`config.mk`:
```
export PLATFORM = sky130hd
export DESIGN_NAME = mmio_uart_tx_flat
export DESIGN_NICKNAME = d
export VERILOG_FILES = /design/src/rtl/mmio_pkg.sv /design/src/rtl/mmio_uart_tx_if.sv /design/src/rtl/sync_fifo.sv /design/src/rtl/mmio_uart_tx.sv /design/src/flat_wrapper.sv
export SDC_FILE = /design/constraint.sdc
export NUM_CORES = 1
export LEC_CHECK = 0
export BUFFER_PORTS_ARGS = -buffer_cell sky130_fd_sc_hd__buf_2
export CAP_MARGIN = 10
export CORE_ASPECT_RATIO = 0.7
export CORE_MARGIN = 2
export CORE_UTILIZATION = 55
export CTS_BUF_LIST = sky130_fd_sc_hd__clkbuf_8
export CTS_CLUSTER_DIAMETER = 150
export DETAILED_ROUTE_END_ITERATION = 10
export PLACE_DENSITY_LB_ADDON = 0.15
export SETUP_SLACK_MARGIN = 0.15
export SLEW_MARGIN = 30
export SYNTH_ARGS = -nofsm -noshare
export SYNTH_HDL_FRONTEND = slang
export SYNTH_HIERARCHICAL = 1
export SYNTH_SLANG_ARGS = --single-unit
```
`constraint.sdc`:
```
create_clock -name clk -period 4.7 [get_ports clk]
set_clock_uncertainty 0.05 [all_clocks]
set_input_delay 0 -clock clk [delete_from_list [all_inputs] [get_ports clk]]
set_output_delay 0 -clock clk [all_outputs]
set_load 0.005 [all_outputs]
```
`src/rtl/mmio_pkg.sv`:
```
// Shared types and register map for the memory-mapped UART transmitter.
package mmio_pkg;

  typedef enum logic [1:0] {StIdle, StStart, StData, StStop} uart_state_t;

  localparam logic [1:0] TXDATA_OFF = 2'd0;
  localparam logic [1:0] STATUS_OFF = 2'd1;
  localparam logic [1:0] CTRL_OFF   = 2'd2;

  localparam int unsigned STAT_BUSY  = 0;
  localparam int unsigned STAT_FULL  = 1;
  localparam int unsigned STAT_EMPTY = 2;
  localparam int unsigned STAT_OVF   = 3;
  localparam int unsigned STAT_COUNT = 4;

endpackage

```
`src/rtl/mmio_uart_tx_if.sv`:
```
// Data-memory bus slice seen by the UART: core-side strobes plus the registered read return.
interface mmio_uart_tx_if #(
  parameter int unsigned N = 64
);
  logic [N-1:0] DM_addr;
  logic [N-1:0] DM_writeData;
  logic         DM_writeEnable;
  logic         DM_readEnable;
  logic [N-1:0] mmio_readData;
  logic         mmio_hit;

  modport master (
    output DM_addr, DM_writeData, DM_writeEnable, DM_readEnable,
    input  mmio_readData, mmio_hit
  );

  modport slave (
    input  DM_addr, DM_writeData, DM_writeEnable, DM_readEnable,
    output mmio_readData, mmio_hit
  );
endinterface

```
`src/rtl/sync_fifo.sv`:
```
// Circular-buffer FIFO; a push into a full FIFO is dropped even when a pop lands the same cycle.
module sync_fifo #(
  parameter int unsigned W     = 8,
  parameter int unsigned DEPTH = 8,
  localparam int unsigned PtrW = $clog2(DEPTH),
  localparam int unsigned CntW = PtrW + 1
) (
  input  logic            clk,
  input  logic            reset,
  input  logic            push,
  input  logic            pop,
  input  logic [W-1:0]    din,
  output logic [W-1:0]    dout,
  output logic            full,
  output logic            empty,
  output logic [CntW-1:0] count
);

  logic [W-1:0]    mem_q [DEPTH];
  logic [PtrW-1:0] rptr_q, wptr_q;
  logic [CntW-1:0] count_q;
  logic            do_push, do_pop;

  assign full    = (count_q == CntW'(DEPTH));
  assign empty   = (count_q == '0);
  assign do_push = push & ~full;
  assign do_pop  = pop & ~empty;
  assign dout    = mem_q[rptr_q];
  assign count   = count_q;

  always_ff @(posedge clk or negedge reset) begin
    if (!reset) begin
      rptr_q  <= '0;
      wptr_q  <= '0;
      count_q <= '0;
    end else begin
      if (do_push) wptr_q <= wptr_q + 1'b1;
      if (do_pop)  rptr_q <= rptr_q + 1'b1;
      unique case ({do_push, do_pop})
        2'b10:   count_q <= count_q + 1'b1;
        2'b01:   count_q <= count_q - 1'b1;
        default: count_q <= count_q;
      endcase
    end
  end

  // Storage needs no reset: an entry is only read after it has been written.
  always_ff @(posedge clk) begin
    if (do_push) mem_q[wptr_q] <= din;
  end

endmodule

```
`src/rtl/mmio_uart_tx.sv`:
```
// UART transmitter on the data-memory bus: register decode, TX FIFO, baud counter and 8N1 FSM.
module mmio_uart_tx
  import mmio_pkg::*;
#(
  parameter int unsigned  N     = 64,
  parameter logic [N-1:0] BASE  = N'('h2000),
  parameter int unsigned  DIV   = 434,
  parameter int unsigned  DEPTH = 8
) (
  input  logic             clk,
  input  logic             reset,
  mmio_uart_tx_if.slave    bus,
  output logic             tx,
  output logic             irq
);

  localparam int unsigned      CntW    = $clog2(DEPTH) + 1;
  localparam int unsigned      BaudW   = $clog2(DIV);
  localparam logic [BaudW-1:0] BaudMax = BaudW'(DIV - 1);

  logic            sel, wr_sel, rd_sel, push;
  logic [1:0]      off;
  logic            fifo_pop, full, empty;
  logic [7:0]      fifo_dout;
  logic [CntW-1:0] count;
  logic [N-1:0]    status, rdata_d, rdata_q;
  logic            ovf_d, ovf_q, ie_d, ie_q, irq_q, hit_q;
  uart_state_t     state_d, state_q;
  logic [BaudW-1:0] baud_d, baud_q;
  logic [2:0]      bit_d, bit_q;
  logic [7:0]      shift_d, shift_q;
  logic            tx_d, tx_q;
  logic            unused_bits;

  assign sel    = (bus.DM_addr[N-1:5] == BASE[N-1:5]);
  assign off    = bus.DM_addr[4:3];
  assign wr_sel = sel & bus.DM_writeEnable;
  assign rd_sel = sel & bus.DM_readEnable;
  assign push   = wr_sel && (off == TXDATA_OFF);

  assign unused_bits = ^{bus.DM_writeData[N-1:8], bus.DM_addr[2:0]};

  sync_fifo #(
    .W     (8),
    .DEPTH (DEPTH)
  ) u_fifo (
    .clk   (clk),
    .reset (reset),
    .push  (push),
    .pop   (fifo_pop),
    .din   (bus.DM_writeData[7:0]),
    .dout  (fifo_dout),
    .full  (full),
    .empty (empty),
    .count (count)
  );

  always_comb begin
    status                      = '0;
    status[STAT_BUSY]           = (state_q != StIdle);
    status[STAT_FULL]           = full;
    status[STAT_EMPTY]          = empty;
    status[STAT_OVF]            = ovf_q;
    status[STAT_COUNT +: CntW]  = count;

    rdata_d = '0;
    if (rd_sel) begin
      unique case (off)
        STATUS_OFF: rdata_d    = status;
        CTRL_OFF:   rdata_d[0] = ie_q;
        default:    rdata_d    = '0;
      endcase
    end

    // Overflow set takes priority over a same-cycle clear.
    ovf_d = ovf_q;
    if (wr_sel && (off == STATUS_OFF)) ovf_d = 1'b0;
    if (push && full)                  ovf_d = 1'b1;

    ie_d = ie_q;
    if (wr_sel && (off == CTRL_OFF)) ie_d = bus.DM_writeData[0];
  end

  always_comb begin
    state_d  = state_q;
    baud_d   = baud_q;
    bit_d    = bit_q;
    shift_d  = shift_q;
    fifo_pop = 1'b0;

    unique case (state_q)
      StIdle: begin
        if (!empty) begin
          fifo_pop = 1'b1;
          shift_d  = fifo_dout;
          baud_d   = BaudMax;
          state_d  = StStart;
        end
      end
      StStart: begin
        if (baud_q == '0) begin
          baud_d  = BaudMax;
          bit_d   = '0;
          state_d = StData;
        end else begin
          baud_d = baud_q - 1'b1;
        end
      end
      StData: begin
        if (baud_q == '0) begin
          baud_d  = BaudMax;
          shift_d = {1'b0, shift_q[7:1]};
          if (bit_q == 3'd7) state_d = StStop;
          else               bit_d   = bit_q + 1'b1;
        end else begin
          baud_d = baud_q - 1'b1;
        end
      end
      StStop: begin
        if (baud_q == '0) state_d = StIdle;
        else              baud_d  = baud_q - 1'b1;
      end
      default: state_d = StIdle;
    endcase

    // Line level is registered from the next state so tx never has a bus-to-pin path.
    unique case (state_d)
      StStart: tx_d = 1'b0;
      StData:  tx_d = shift_d[0];
      default: tx_d = 1'b1;
    endcase
  end

  always_ff @(posedge clk or negedge reset) begin
    if (!reset) begin
      state_q <= StIdle;
      baud_q  <= '0;
      bit_q   <= '0;
      shift_q <= '0;
      tx_q    <= 1'b1;
      ovf_q   <= 1'b0;
      ie_q    <= 1'b0;
      irq_q   <= 1'b0;
      hit_q   <= 1'b0;
      rdata_q <= '0;
    end else begin
      state_q <= state_d;
      baud_q  <= baud_d;
      bit_q   <= bit_d;
      shift_q <= shift_d;
      tx_q    <= tx_d;
      ovf_q   <= ovf_d;
      ie_q    <= ie_d;
      irq_q   <= ie_q & empty;
      hit_q   <= rd_sel;
      rdata_q <= rdata_d;
    end
  end

  assign tx                = tx_q;
  assign irq               = irq_q;
  assign bus.mmio_hit      = hit_q;
  assign bus.mmio_readData = rdata_q;

endmodule

```
`src/flat_wrapper.sv`:
```
// flat-port wrapper written by rule: the top's interface ports become plain ports
module mmio_uart_tx_flat import mmio_pkg::*;
#(
  parameter int unsigned  N     = 64,
  parameter logic [N-1:0] BASE  = N'('h2000),
  parameter int unsigned  DIV   = 434,
  parameter int unsigned  DEPTH = 8
)
  (clk, reset, tx, irq, bus_DM_addr, bus_DM_writeData, bus_DM_writeEnable, bus_DM_readEnable, bus_mmio_readData, bus_mmio_hit);
  mmio_uart_tx_if #(.N(N)) bus_i ();
  input  logic clk;
  input  logic reset;
  output logic tx;
  output logic irq;
  input wire logic [$bits(bus_i.DM_addr)-1:0] bus_DM_addr;
  input wire logic [$bits(bus_i.DM_writeData)-1:0] bus_DM_writeData;
  input wire logic [$bits(bus_i.DM_writeEnable)-1:0] bus_DM_writeEnable;
  input wire logic [$bits(bus_i.DM_readEnable)-1:0] bus_DM_readEnable;
  output wire logic [$bits(bus_i.mmio_readData)-1:0] bus_mmio_readData;
  output wire logic [$bits(bus_i.mmio_hit)-1:0] bus_mmio_hit;
  assign bus_i.DM_addr = bus_DM_addr;
  assign bus_i.DM_writeData = bus_DM_writeData;
  assign bus_i.DM_writeEnable = bus_DM_writeEnable;
  assign bus_i.DM_readEnable = bus_DM_readEnable;
  assign bus_mmio_readData = bus_i.mmio_readData;
  assign bus_mmio_hit = bus_i.mmio_hit;
  mmio_uart_tx #(.N(N), .BASE(BASE), .DIV(DIV), .DEPTH(DEPTH)) u_core (.clk(clk), .reset(reset), .bus(bus_i), .tx(tx), .irq(irq));
endmodule
```
==> results of run 1 <==
logic make-up after synthesis:
group	share of synthesized area [%]
flops	54.8
simple gates	11.5
buf+inv	10.4
compound gates	7.51
mux	10.3
fa+ha+maj	3.96
xor+xnor	1.42
other cells	0.0674
layout by cell type, fill, tap and decap left out, types with 3 or more instances in the layout:
cell type,synthesis,routed
clkbuf_8,0,10
a22o_1,6,6
a22oi_1,6,6
nor3_1,8,8
mux4_1,16,16
nor2_2,1,3
nor4_1,17,17
nand2_1,16,16
ha_1,16,16
buf_2,5,83
nand4_1,6,6
xnor2_1,8,8
dlygate4sd3_1,0,12
and2_1,4,4
nor3b_1,3,3
a21oi_1,13,13
and3_1,9,9
inv_1,16,20
nor2_1,24,22
o21ai_0,6,6
buf_4,56,6
conb_1,1,56
mux2_2,11,11
o22a_1,3,3
a21oi_2,3,3
nand3_1,5,5
edfxtp_1,64,64
dfrtp_1,44,44
flip-flops by register name, indices dropped and copies added, names as in the netlist, 2 cells and up:
name	count
u_core/u_fifo/mem_q	64
u_core/baud_q	9
u_core/bus.mmio_readData	8
u_core/shift_q	8
u_core/u_fifo/count	4
u_core/bit_q	3
u_core/u_fifo/rptr_q	3
u_core/u_fifo/wptr_q	3
u_core/state_q	2
Yosys cell counts (9+ instances only):
cell type / count / area (um2)
a21oi_1: 13 / 65.1
and3_1: 9 / 56.3
buf_4: 56 / 420
dfrtp_1: 44 / 1100
edfxtp_1: 64 / 1920
ha_1: 16 / 200
inv_1: 16 / 60.1
mux2_2: 11 / 124
mux4_1: 16 / 420
nand2_1: 16 / 60.1
nor2_1: 24 / 90.1
nor4_1: 17 / 106
tightest hold or removal path, stage by stage:
cell and delay [ns]:
buf_2 0.09, nand4_1 0.07, nor4_2 0.06, nand2_1 0.06
a22o_1 0.12
stage by stage:
step           worst slack (ns)  std cells  hold WS (ns)  power (W)
2_1_floorplan              1.60        470        -0.346    0.00108
3_3_place_gp               1.32        617        0.0723    0.00109
3_5_place_dp               1.29        617        0.0700    0.00110
4_1_cts                    1.25        645       0.00694    0.00164
5_1_grt                    1.03        645        0.0550    0.00169
6_report                   1.20        645        0.0199    0.00162
final cells by class:
cell class	instances	area, um2
repair buffers	101	581
inverters	16	60.1
multi-input cells	275	2150
fillers	751	3570
well taps	128	160
flip-flops and latches	109	3050
clock buffers	10	138
clock inverters	6	48.8
how the worst min path moves through the flow:
stage / startpoint / to / slack [ns] / depth (start not counted)
2_1_floorplan: reset / u_core/baud_q[0] / -0.35 / 0
3_3_place_gp: reset / u_core/u_fifo/wptr_q[2] / 0.07 / 2
3_5_place_dp: reset / u_core/u_fifo/wptr_q[2] / 0.07 / 2
4_1_cts: bus_DM_writeEnable / u_core/ovf_q / 0.007 / 5
5_1_grt: bus_DM_writeEnable / u_core/ovf_q / 0.05 / 5
6_report: bus_DM_writeEnable / u_core/ovf_q / 0.02 / 5
repair_timing:
item                      CTS  global route
hold endpoints to repair  110             0
hold buffers               12             0
buffers inserted            0             0
power by group through the flow:
stage	sequential, W	clock [W]	combinational [W]
final	0.00101	0.000541	0.0000681
after global routing	0.00101	0.000597	0.0000771
after floorplan	0.00103	0	0.0000485
after CTS	0.00101	0.000557	0.0000677
after detailed placement	0.00103	0	0.0000613
after global placement	0.00103	0	0.0000584
routing by layer:
layer	GRT usage (%)	vias up	routed length, um	part of all wire, %
met5	0	-	0	0
met4	5.01	0	85	0.78
met3	4.76	10	471	4.3
met2	31.0	104	5070	47
met1	30.0	1749	5220	48
li1	-	1648	-	-
==> summary.md, run 1 <==
| Metric | Value |
|---|---|
| Status | `complete, no violations` |
| WS Path Type | `reg2reg` |
| Register area share after synthesis | `54.8%` |
| Worst path top cell family by delay | `adder cells` |
| Vias in the first global route | `3237` |
| ANT cells | `0` |
| Final setup violating endpoints | `0` |
| Die ar. | `between 0.01 and 0.015 mm2` |
| Net load switching power | `approximately 0.00033 W` |
| Via count | `~3.5k` |
| Sw frac | `20.2%` |
| PD cells | `262 mW/mm2` |
| Crit path launch | `u_core/state_q[0]` |
| Worst setup EP type | `register` |
| Fin. max-slew vios | `0` |
| Crit path time final | `3.50 ns` |
| CP Cell Sequence | `inv_1 -> ha_1 -> nor2b_1 -> o41ai_2 -> inv_1 -> ha_1 -> ha_1 -> or4b_2 -> o311ai_0 -> o211ai_1` |
| CP max stage cell | `or4b_2` |
| CP peak stage delay | `0.67 ns` |
| VDD IR-drop max | `between 150 and 200 uV` |
| Worst-Margin Slew | `1.00 ns` |
| Combinational share of power | `4.2%` |
| Yosys warning count | `6` |
| Die Ht | `88.2 um` |
| RSZ-0062 raised after global routing | `false` |
| Initial DRC Count | `~240` |
| EDFF count, synth | `64` |
| Nets@finish | `661` |
| Average size of a mapped cell | `13.4 um2` |
| Final Cycle Share | `74.4%` |
| Core area | `just under 0.01 mm2` |
| DR pass1 iterations | `4` |
| Max cap viols | `0` |
| Mapped Cells | `~420` |
| Stages on the worst setup path | `10` |
| Crit path max fanout | `18` |
| Global-route wire length before repair | `17000 um` |
| Clock Path Buffers | `2` |
| Sequential power share | `62.4%` |
| Pin count of the biggest net entering global routing | `46` |
| Worst relative slew slack | `33.1%` |
| Placed cell area | `0.00587 mm2` |
| TritonCTS Buffers | `9` |
| CTS H-tree lvls | `3` |
| Syn-to-layout area delta | `11.2%` |
| GR Util All Layers | `20.3%` |
| Post-synth cell types | `60` |
| HPWL after detailed placement | `around 7600 um` |
| Root buffer cell | `clkbuf_8` |
| Via-per-instance ratio | `5.44` |
| Post_cts resized | `0` |
| IO Count | `slightly below 200` |
| WL/cell | `16.8 um` |
| Dominant synthesized flop cell | `edfxtp_1` |
| Max Clock Freq | `0.286 GHz` |
| Core Util, Final | `around 63%` |
| Worst endpoint required time | `4.90 ns` |
| TritonCTS clock tree | `yes` |
| Worst hold-check path type | `in2reg` |
| Finished Cell Area | `0.00619 mm2` |
| Setup crit end | `u_core/u_fifo/count[3]` |
| TNS Setup | `0 ns` |
| Congestion Overflow GR | `0` |
| Starting density of the core | `57.0%` |
| Most used cell along the critical path | `ha_1` |
| DRC Markers | `0` |
| Clock power share | `33.4%` |
| IO Port Bufs | `83` |
| Reg2reg end | `u_core/u_fifo/count[3]` |
| Initial antenna violation count | `0` |
| Startpoint Class | `register` |
| Internal | `0.00130 W` |
| Worst R2R Path Depth | `10` |
| Die X | `124 um` |
| Final ANT Viol Nets | `0` |
| Worst reg2reg startpoint | `u_core/state_q[0]` |
| Leakage | `2.65 nW` |
| Post-Route WL | `10800 um` |
| CTS sink cnt | `109` |
| Worst-Skew Late Latency | `0.37 ns` |
| Layout cells sized above 1 | `25.0%` |
| R2r setup slk | `1.20 ns` |
| Arrival time at the worst endpoint | `3.69 ns` |
| Gpl congestion | `0.796` |
| Final Hold Vio Count | `0` |
| Synth Cell Area | `0.00557 mm2` |
| Synth async-reset ratio | `41.3%` |
| # rows | `30` |
| Seq cells post-synth | `approximately 110` |
| Reg clk slew, reported paths | `0.09 ns` |
| Bufs and invs on worst path | `2` |
Power figures use the tool's default switching activity.
==> inputs of run 2 (changes only) <==
--- a/config.mk
+++ b/config.mk
@@ -9,7 +9,7 @@
 export CAP_MARGIN = 10
 export CORE_ASPECT_RATIO = 0.7
 export CORE_MARGIN = 2
-export CORE_UTILIZATION = 55
+export CORE_UTILIZATION = 52
 export CTS_BUF_LIST = sky130_fd_sc_hd__clkbuf_8
 export CTS_CLUSTER_DIAMETER = 150
 export DETAILED_ROUTE_END_ITERATION = 10
==> constraint.sdc (replaced) <==
create_clock -name clk -period 3.6 [get_ports clk]
set_clock_uncertainty 0.05 [all_clocks]
set_input_delay 0 -clock clk [delete_from_list [all_inputs] [get_ports clk]]
set_output_delay 0 -clock clk [all_outputs]
set_load 0.005 [all_outputs]
==> run 2 against run 1 <==
Routed wire length down 0.87%; sequential share of layout area down 0.51 points; worst setup slack worse by 0.86 ns; final area up 1.1%; first-iteration DRC count up 2.5%; combinational power up 32%; sequential power up 31%; critical path type unchanged; critical endpoint unchanged; highest routed layer unchanged.
==> summary.md, run 2 (synthesis results as in run 1) <==
| Metric | Value |
|---|---|
| Max Clock Freq | `0.307 GHz (+7.3%)` |
| Clock Path Buffers | `2 (unchanged)` |
| DRC Markers | `0 (unchanged)` |
| Fin. max-slew vios | `0 (unchanged)` |
| Via-per-instance ratio | `5.28 (-3.1%)` |
| Layout cells sized above 1 | `26.2% (+1.3 points)` |
| Starting density of the core | `53.5% (-3.5 points)` |
| TNS Setup | `0 ns (unchanged)` |
| Reg clk slew, reported paths | `0.11 ns (+0.02 ns)` |
| R2r setup slk | `0.34 ns (-0.86 ns)` |
| Net load switching power | `0.000478 W (+46%)` |
| Global-route wire length before repair | `17400 um (+2.2%)` |
| Final setup violating endpoints | `0 (unchanged)` |
| Nets@finish | `670 (+1.4%)` |
| Core area | `0.0104 mm2 (+6.5%)` |
| Arrival time at the worst endpoint | `3.48 ns (-0.21 ns)` |
| IO Port Bufs | `83 (unchanged)` |
| VDD IR-drop max | `214 uV (+21%)` |
| Crit path time final | `3.26 ns (-0.238 ns)` |
| TritonCTS Buffers | `9 (unchanged)` |
| Hold_sp | `bus_DM_addr[4]` |
| Min Hold Slack | `0.0580 ns (+0.0382 ns)` |
| Syn-to-layout area delta | `12.3%` |
| Hold Crit Depth | `4 (-1)` |
| WL/cell | `16.3 um (-2.8%)` |
| Fillcell total | `807 (+7.5%)` |
| GR Util All Layers | `19.7% (-0.63 points)` |
| Worst hold endpoint | `u_core/bus.mmio_readData[0]` |
| Final ANT Viol Nets | `0 (unchanged)` |
| Clock power share | `32.8% (-0.6 points)` |
| Sw frac | `22.7% (+2.5 points)` |
| Reg2reg end | `u_core/u_fifo/count[3]` |
| Worst-Margin Slew | `0.595 ns (-0.405 ns)` |
| Congestion Overflow GR | `0 (unchanged)` |
| ANT cells | `0 (unchanged)` |
| Sequential power share | `62.9% (+0.5 points)` |
| Final Cycle Share | `90.5% (+16 points)` |
| Worst hold-check path type | `in2reg` |
| Combinational share of power | `4.3% (about the same)` |
| Internal | `0.00162 W (+25%)` |
| Die ar. | `0.0116 mm2 (+5.5%)` |
| Worst relative slew slack | `60.2% (+27 points)` |
| Status | `complete, no violations` |
| Startpoint Class | `register` |
| Leakage | `2.69 nW (+1.3%)` |
| Worst R2R Path Depth | `9 (-1)` |
| Die Ht | `90.6 um (+2.7%)` |
| Worst endpoint required time | `3.82 ns (-1.08 ns)` |
| Most common cell after layout, fill and taps aside | `buf_2` |
| Final Hold Vio Count | `0 (unchanged)` |
| Vias in the first global route | `3322 (+2.6%)` |
| DR pass1 iterations | `4 (unchanged)` |
| RSZ-0062 raised after global routing | `false` |
| Worst setup EP type | `register` |
| Post-Route WL | `10700 um (-0.87%)` |
| Die X | `128 um (+2.8%)` |
| TritonCTS clock tree | `yes` |
| Via count | `3472 (-1.1%)` |
| CTS sink cnt | `109 (unchanged)` |
| IO Count | `199 (unchanged)` |
| Initial DRC Count | `244 (+2.5%)` |
| Initial antenna violation count | `0 (unchanged)` |
| Pin count of the biggest net entering global routing | `46 (unchanged)` |
| Worst reg2reg startpoint | `u_core/u_fifo/count[0]` |
| HPWL after detailed placement | `7750 um (+1.4%)` |
| Worst-Skew Late Latency | `0.38 ns (about the same)` |
| Root buffer cell | `clkbuf_8` |
| CTS H-tree lvls | `3 (unchanged)` |
| Top Registers | `u_core/u_fifo/mem_q: 64 flops, u_core/baud_q: 9 flops` |
| # rows | `31 (+3.3%)` |
| PD cells | `336 mW/mm2 (+28%)` |
| Core Util, Final | `60.1% (-3.2 points)` |
| Most frequent cells in the layout | `buf_2, edfxtp_1, conb_1` |
| Max cap viols | `0 (unchanged)` |
| WS Path Type | `reg2reg` |
| Max FFs per register | `64 (unchanged)` |
| Crit path max fanout | `9 (-9)` |
| Gpl congestion | `0.812 (+2.1%)` |
| Largest Register | `u_core/u_fifo/mem_q` |
[run 2: worst max-delay path, stage by stage, from the launching register on]
cell      delay (ns)
dfrtp_1         0.50
nor4_1          0.52
nor2b_1         0.19
o41ai_2         0.12
inv_1           0.14
ha_1            0.31
ha_1            0.38
or4b_2          0.69
o311ai_0        0.12
o211ai_1        0.12
[run 2: worst max-delay path by stage]
stage,start,end,slack [ns],cells past startpoint
CTS,u_core/u_fifo/count[0],u_core/u_fifo/count[3],0.37,9
detailed placement,bus_DM_addr[15],u_core/u_fifo/count[3],0.36,11
floorplan,u_core/u_fifo/count[0],u_core/u_fifo/count[3],0.50,10
finish,u_core/u_fifo/count[0],u_core/u_fifo/count[3],0.34,9
global placement,bus_DM_addr[15],u_core/u_fifo/count[3],0.41,11
global route,u_core/u_fifo/count[0],u_core/u_fifo/count[3],0.18,9
[run 2: what timing repair did]
item	in CTS	in global routing
gates resized for setup	0	0
setup buffers	0	0
setup endpoints to repair	0	0
hold buffers	13	0
endpoints found under the hold margin	112	0
[run 2: power groups by stage]
stage | combinational [W] | sequential, W | clock [W]
after floorplan | 0.0000634 | 0.00135 | 0
after global placement | 0.0000762 | 0.00135 | 0
after detailed placement | 0.0000798 | 0.00135 | 0
after CTS | 0.0000895 | 0.00132 | 0.000712
after global routing | 0.000103 | 0.00132 | 0.000757
final | 0.0000896 | 0.00132 | 0.000689
[run 2: area by class of cell]
| cell class | instances | area [um2] | area share (%) |
|---|---|---|---|
| Timing Repair Buffer | 110 | 653 | 10.4 |
| Inverter | 16 | 60.1 | 0.961 |
| Clock inverter | 7 | 55.1 | 0.881 |
| Tap cell | 132 | 165 | 2.64 |
| Clock buffer | 9 | 124 | 1.98 |
| Multi-Input combinational cell | 275 | 2140 | 34.3 |
| Sequential cell | 109 | 3050 | 48.8 |
[run 2: metrics by stage]
step / setup slack [ns] / power [W] / cell area (um2) / instances
floorplan: 0.495 / 0.00141 / 5770 / 470
global placement: 0.411 / 0.00143 / 5940 / 629
detailed placement: 0.360 / 0.00143 / 5940 / 629
CTS: 0.369 / 0.00212 / 6250 / 658
global route: 0.181 / 0.00218 / 6250 / 658
finish: 0.343 / 0.00210 / 6250 / 658
[run 2: per-layer routing]
| metal | wire length (um) | vias to the layer above | share of wire [%] | track usage (%) |
|---|---|---|---|---|
| li1 | - | 1661 | - | - |
| met1 | 5160 | 1707 | 48 | 29.3 |
| met2 | 4930 | 94 | 46 | 29.3 |
| met3 | 570 | 10 | 5.3 | 5.39 |
| met4 | 88 | 0 | 0.82 | 3.85 |
| met5 | 0 | - | 0 | 0 |
==> inputs of run 3 (changes only) <==
--- a/config.mk
+++ b/config.mk
@@ -9,7 +9,7 @@
 export CAP_MARGIN = 10
 export CORE_ASPECT_RATIO = 0.7
 export CORE_MARGIN = 2
-export CORE_UTILIZATION = 52
+export CORE_UTILIZATION = 51
 export CTS_BUF_LIST = sky130_fd_sc_hd__clkbuf_8
 export CTS_CLUSTER_DIAMETER = 150
 export DETAILED_ROUTE_END_ITERATION = 10
@@ -18,5 +18,4 @@
 export SLEW_MARGIN = 30
 export SYNTH_ARGS = -nofsm -noshare
 export SYNTH_HDL_FRONTEND = slang
-export SYNTH_HIERARCHICAL = 1
 export SYNTH_SLANG_ARGS = --single-unit
==> run 3 against run 2 <==
Final cell count is 0.76% higher; largest cell class unchanged; register-to-register slack better by 0.66 ns; largest power group unchanged; sequential cell count stayed put; final area is 2.3% lower; via count is 2.5% higher.
==> summary.md, run 3 <==
| Metric | Value |
|---|---|
| Status | `complete, no violations` |
| EDFF count, synth | `64 (unchanged)` |
| Worst-Margin Slew | `0.574 ns (-0.0207 ns)` |
| # rows | `31 (unchanged)` |
| Die ar. | `0.0114 mm2 (-1.2%)` |
| TNS Setup | `0 ns (unchanged)` |
| Startpoint Class | `register` |
| Worst hold endpoint | `u_core.ovf_q` |
| PD cells | `348 mW/mm2 (+3.5%)` |
| Core area | `0.0103 mm2 (-0.75%)` |
| TritonCTS clock tree | `yes` |
| Worst endpoint required time | `3.85 ns (+0.03 ns)` |
| Post-Route WL | `10300 um (-4.1%)` |
| Synth Cell Area | `0.00539 mm2 (-3.1%)` |
| Register Area | `0.00305 mm2 (unchanged)` |
| Hold_sp | `bus_DM_addr[56]` |
| Top post-synthesis cells by count | `edfxtp_1, buf_4, dfrtp_1` |
| Largest family of logic cells by synthesized area | `simple AND/OR/NAND/NOR gates` |
| IO Count | `199 (unchanged)` |
| Register area share after synthesis | `56.6% (+1.8 points)` |
| Global-route wire length before repair | `16700 um (-4.0%)` |
| IO Port Bufs | `83 (unchanged)` |
| Top Registers | `u_core.u_fifo.mem_q: 64 flops, u_core.baud_q: 9 flops` |
| Most frequent cells in the layout | `buf_2, edfxtp_1, conb_1` |
| Reg2reg end | `u_core.tx` |
| Worst setup EP type | `register` |
| CTS H-tree lvls | `3 (unchanged)` |
| Finished Cell Area | `0.00611 mm2 (-2.3%)` |
| RSZ-0062 raised after global routing | `false` |
| Worst relative slew slack | `61.7% (+1.5 points)` |
| Fin. max-slew vios | `0 (unchanged)` |
| Arrival time at the worst endpoint | `2.85 ns (-0.63 ns)` |
| GR Util All Layers | `18.6% (-1.1 points)` |
| Reg clk slew, reported paths | `0.10 ns (about the same)` |
| Crit path max fanout | `15 (+6)` |
| Gpl congestion | `0.821 (+1.1%)` |
| Nets@finish | `674 (+0.60%)` |
| Post-synthesis simple-gate area fraction | `11.7% (+0.12 points)` |
| Final ANT Viol Nets | `0 (unchanged)` |
| Pwr Total | `0.00213 W (+1.2%)` |
| Crit path time final | `2.59 ns (-0.664 ns)` |
| Synth async-reset ratio | `41.3% (unchanged)` |
| Adder-cell share of the synthesized area | `3.71% (-0.24 points)` |
| Worst-Skew Late Latency | `0.37 ns (about the same)` |
| Die Ht | `90.0 um (-0.60%)` |
| Final Cycle Share | `72.0% (-18 points)` |
| Dominant synthesized flop cell | `edfxtp_1` |
| CP Cell Sequence | `inv_1 -> ha_1 -> nor4b_2 -> nand2_1 -> a221oi_1 -> o2111ai_1 -> mux2_2` |
| Via-per-instance ratio | `5.37 (+1.7%)` |
| Final setup violating endpoints | `0 (unchanged)` |
| Worst R2R Path Depth | `7 (-2)` |
| Initial antenna violation count | `0 (unchanged)` |
| Post-synthesis mux area share | `9.38% (-0.96 points)` |
| DP Worst Slack | `0.814 ns (+0.454 ns)` |
| Placed cell area | `0.00581 mm2 (-2.2%)` |
| Die X | `127 um (-0.61%)` |
| TritonCTS Buffers | `9 (unchanged)` |
| Average size of a mapped cell | `12.8 um2 (-4.5%)` |
| Setup WS post-layout | `1.01 ns (+0.664 ns)` |
| Top-area cell type share of the netlist area | `35.7% (+1.1 points)` |
| Post-synth cell types | `55 (-8.3%)` |
| Dominant cell type by area after synthesis | `edfxtp_1` |
| Via count | `3559 (+2.5%)` |
| CTS sink cnt | `109 (unchanged)` |
| CP peak stage delay | `0.51 ns (-0.18 ns)` |
| Worst hold-check path type | `in2reg` |
| Layout cells sized above 1 | `28.2% (+2.0 points)` |
| Complex-gate fraction of the synthesized area | `7.01% (-0.50 points)` |
| Clock Path Buffers | `2 (unchanged)` |
| VDD IR-drop max | `252 uV (+18%)` |
| Mapped Cells | `421 (+1.4%)` |
| Initial DRC Count | `196 (-20%)` |
| ANT cells | `0 (unchanged)` |
| Final Hold Vio Count | `0 (unchanged)` |
| CP max stage cell | `a221oi_1` |
| Max cap viols | `0 (unchanged)` |
| Root buffer cell | `clkbuf_8` |
| Starting density of the core | `52.2% (-1.3 points)` |
| Seq cells post-synth | `109 (unchanged)` |
| Crit path launch | `u_core.baud_q[0]` |
| Largest Register | `u_core.u_fifo.mem_q` |
| Worst reg2reg startpoint | `u_core.baud_q[0]` |
| DR pass1 iterations | `5 (+1)` |
| Fillcell total | `827 (+2.5%)` |
| Pin count of the biggest net entering global routing | `46 (unchanged)` |
| Hold Crit Depth | `6 (+2)` |
| WL/cell | `15.5 um (-4.8%)` |
| Count leader, synth | `edfxtp_1` |
| Max FFs per register | `64 (unchanged)` |
| Multi-input gate area | `0.00203 mm2 (-5.5%)` |
| Synth Area in XOR/XNOR | `1.95% (+0.53 points)` |
| WS Path Type | `reg2reg` |
| Syn-to-layout area delta | `13.3%` |
| Synth area leaders | `edfxtp_1, dfrtp_1, buf_4, mux4_2, ha_1` |
| Congestion Overflow GR | `0 (unchanged)` |
| DRC Markers | `0 (unchanged)` |
| Max Clock Freq | `0.386 GHz (+26%)` |
| Yosys warning count | `0 (-6)` |
| R2r setup slk | `1.01 ns (+0.66 ns)` |
| Most common cell after layout, fill and taps aside | `buf_2` |
| Leakage | `2.57 nW (-4.5%)` |
| Post_cts resized | `0 (unchanged)` |
| Vias in the first global route | `3414 (+2.8%)` |
| HPWL after detailed placement | `7590 um (-2.1%)` |
==> run 3: cell types whose count changed after synthesis, moves of 5 or more <==
cell | before | now
a31oi_1 | 2 | 8
nand2_1 | 16 | 21
mux4_1 | 16 | 0
mux4_2 | 0 | 16
clkbuf_1 | 2 | 9
and3_1 | 9 | 3
o21ai_0 | 6 | 12
nor2_1 | 24 | 30
a22oi_1 | 6 | 1
a22o_1 | 6 | 0
==> run 3: kinds of logic (layout without fill, tap and decap cells) <==
group,after synthesis,in the layout
simple gates,114,114
buf+inv,82,137
other cells,1,56
xor+xnor,12,12
mux,29,29
compound gates,58,58
fa+ha+maj,16,16
flops,109,109
==> run 3: worst max-delay path by stage <==
stage | slack, ns | end
2_1_floorplan | 1.02 | u_core.u_fifo.count[2]
3_3_place_gp | 0.93 | u_core.u_fifo.count[2]
3_5_place_dp | 0.81 | u_core.u_fifo.count[2]
4_1_cts | 1.03 | u_core.tx
5_1_grt | 0.80 | u_core.tx
6_report | 1.01 | u_core.tx
==> run 3: area by class of cell <==
class | instances | area share [%]
flip-flops and latches | 109 | 49.9
repair buffers | 107 | 10.2
well taps | 132 | 2.70
clock buffers | 9 | 2.03
multi-input cells | 285 | 33.2
inverters | 14 | 0.860
clock inverters | 7 | 1.09
==> run 3: report_power, final <==
part	leakage, nW	internal, W	switching (W)
Combinational	1.33	0.0000402	0.0000525
Sequential	1.14	0.00132	0
Clock	0.101	0.000319	0.000392
==> run 3: per-stage QoR <==
stage	cells	util [%]	hold slack, ns
CTS	663	59.2	0.0350
global route	663	59.2	0.0558
floorplan	476	-	-0.346
global placement	636	56.3	0.168
finish	663	59.2	0.0390
detailed placement	636	56.3	-0.0125
==> run 3: per-layer routing <==
metal | part of all wire, % | wire length [um] | GRT usage [%] | up-vias
li1 | - | - | - | 1659
met1 | 45 | 4660 | 26.0 | 1742
met2 | 49 | 5010 | 31.0 | 150
met3 | 5.2 | 536 | 2.80 | 8
met4 | 0.95 | 98 | 4.76 | 0
met5 | 0 | 0 | 0 | -
==> run 3: repair_timing <==
| action | 4_1_cts | 5_1_grt |
|---|---|---|
| endpoints found under the hold margin | 118 | 0 |
| hold buffers | 11 | 0 |
| setup buffers | 0 | 0 |
==> run 3: critical path, delay by kind of cell (launching register included) <==
| family | cells | cell delay, ns |
|---|---|---|
| simple gates | 2 | 0.76 |
| compound gates | 2 | 0.68 |
| flops | 1 | 0.44 |
| mux | 1 | 0.29 |
| fa+ha+maj | 1 | 0.20 |
| buf+inv | 1 | 0.12 |
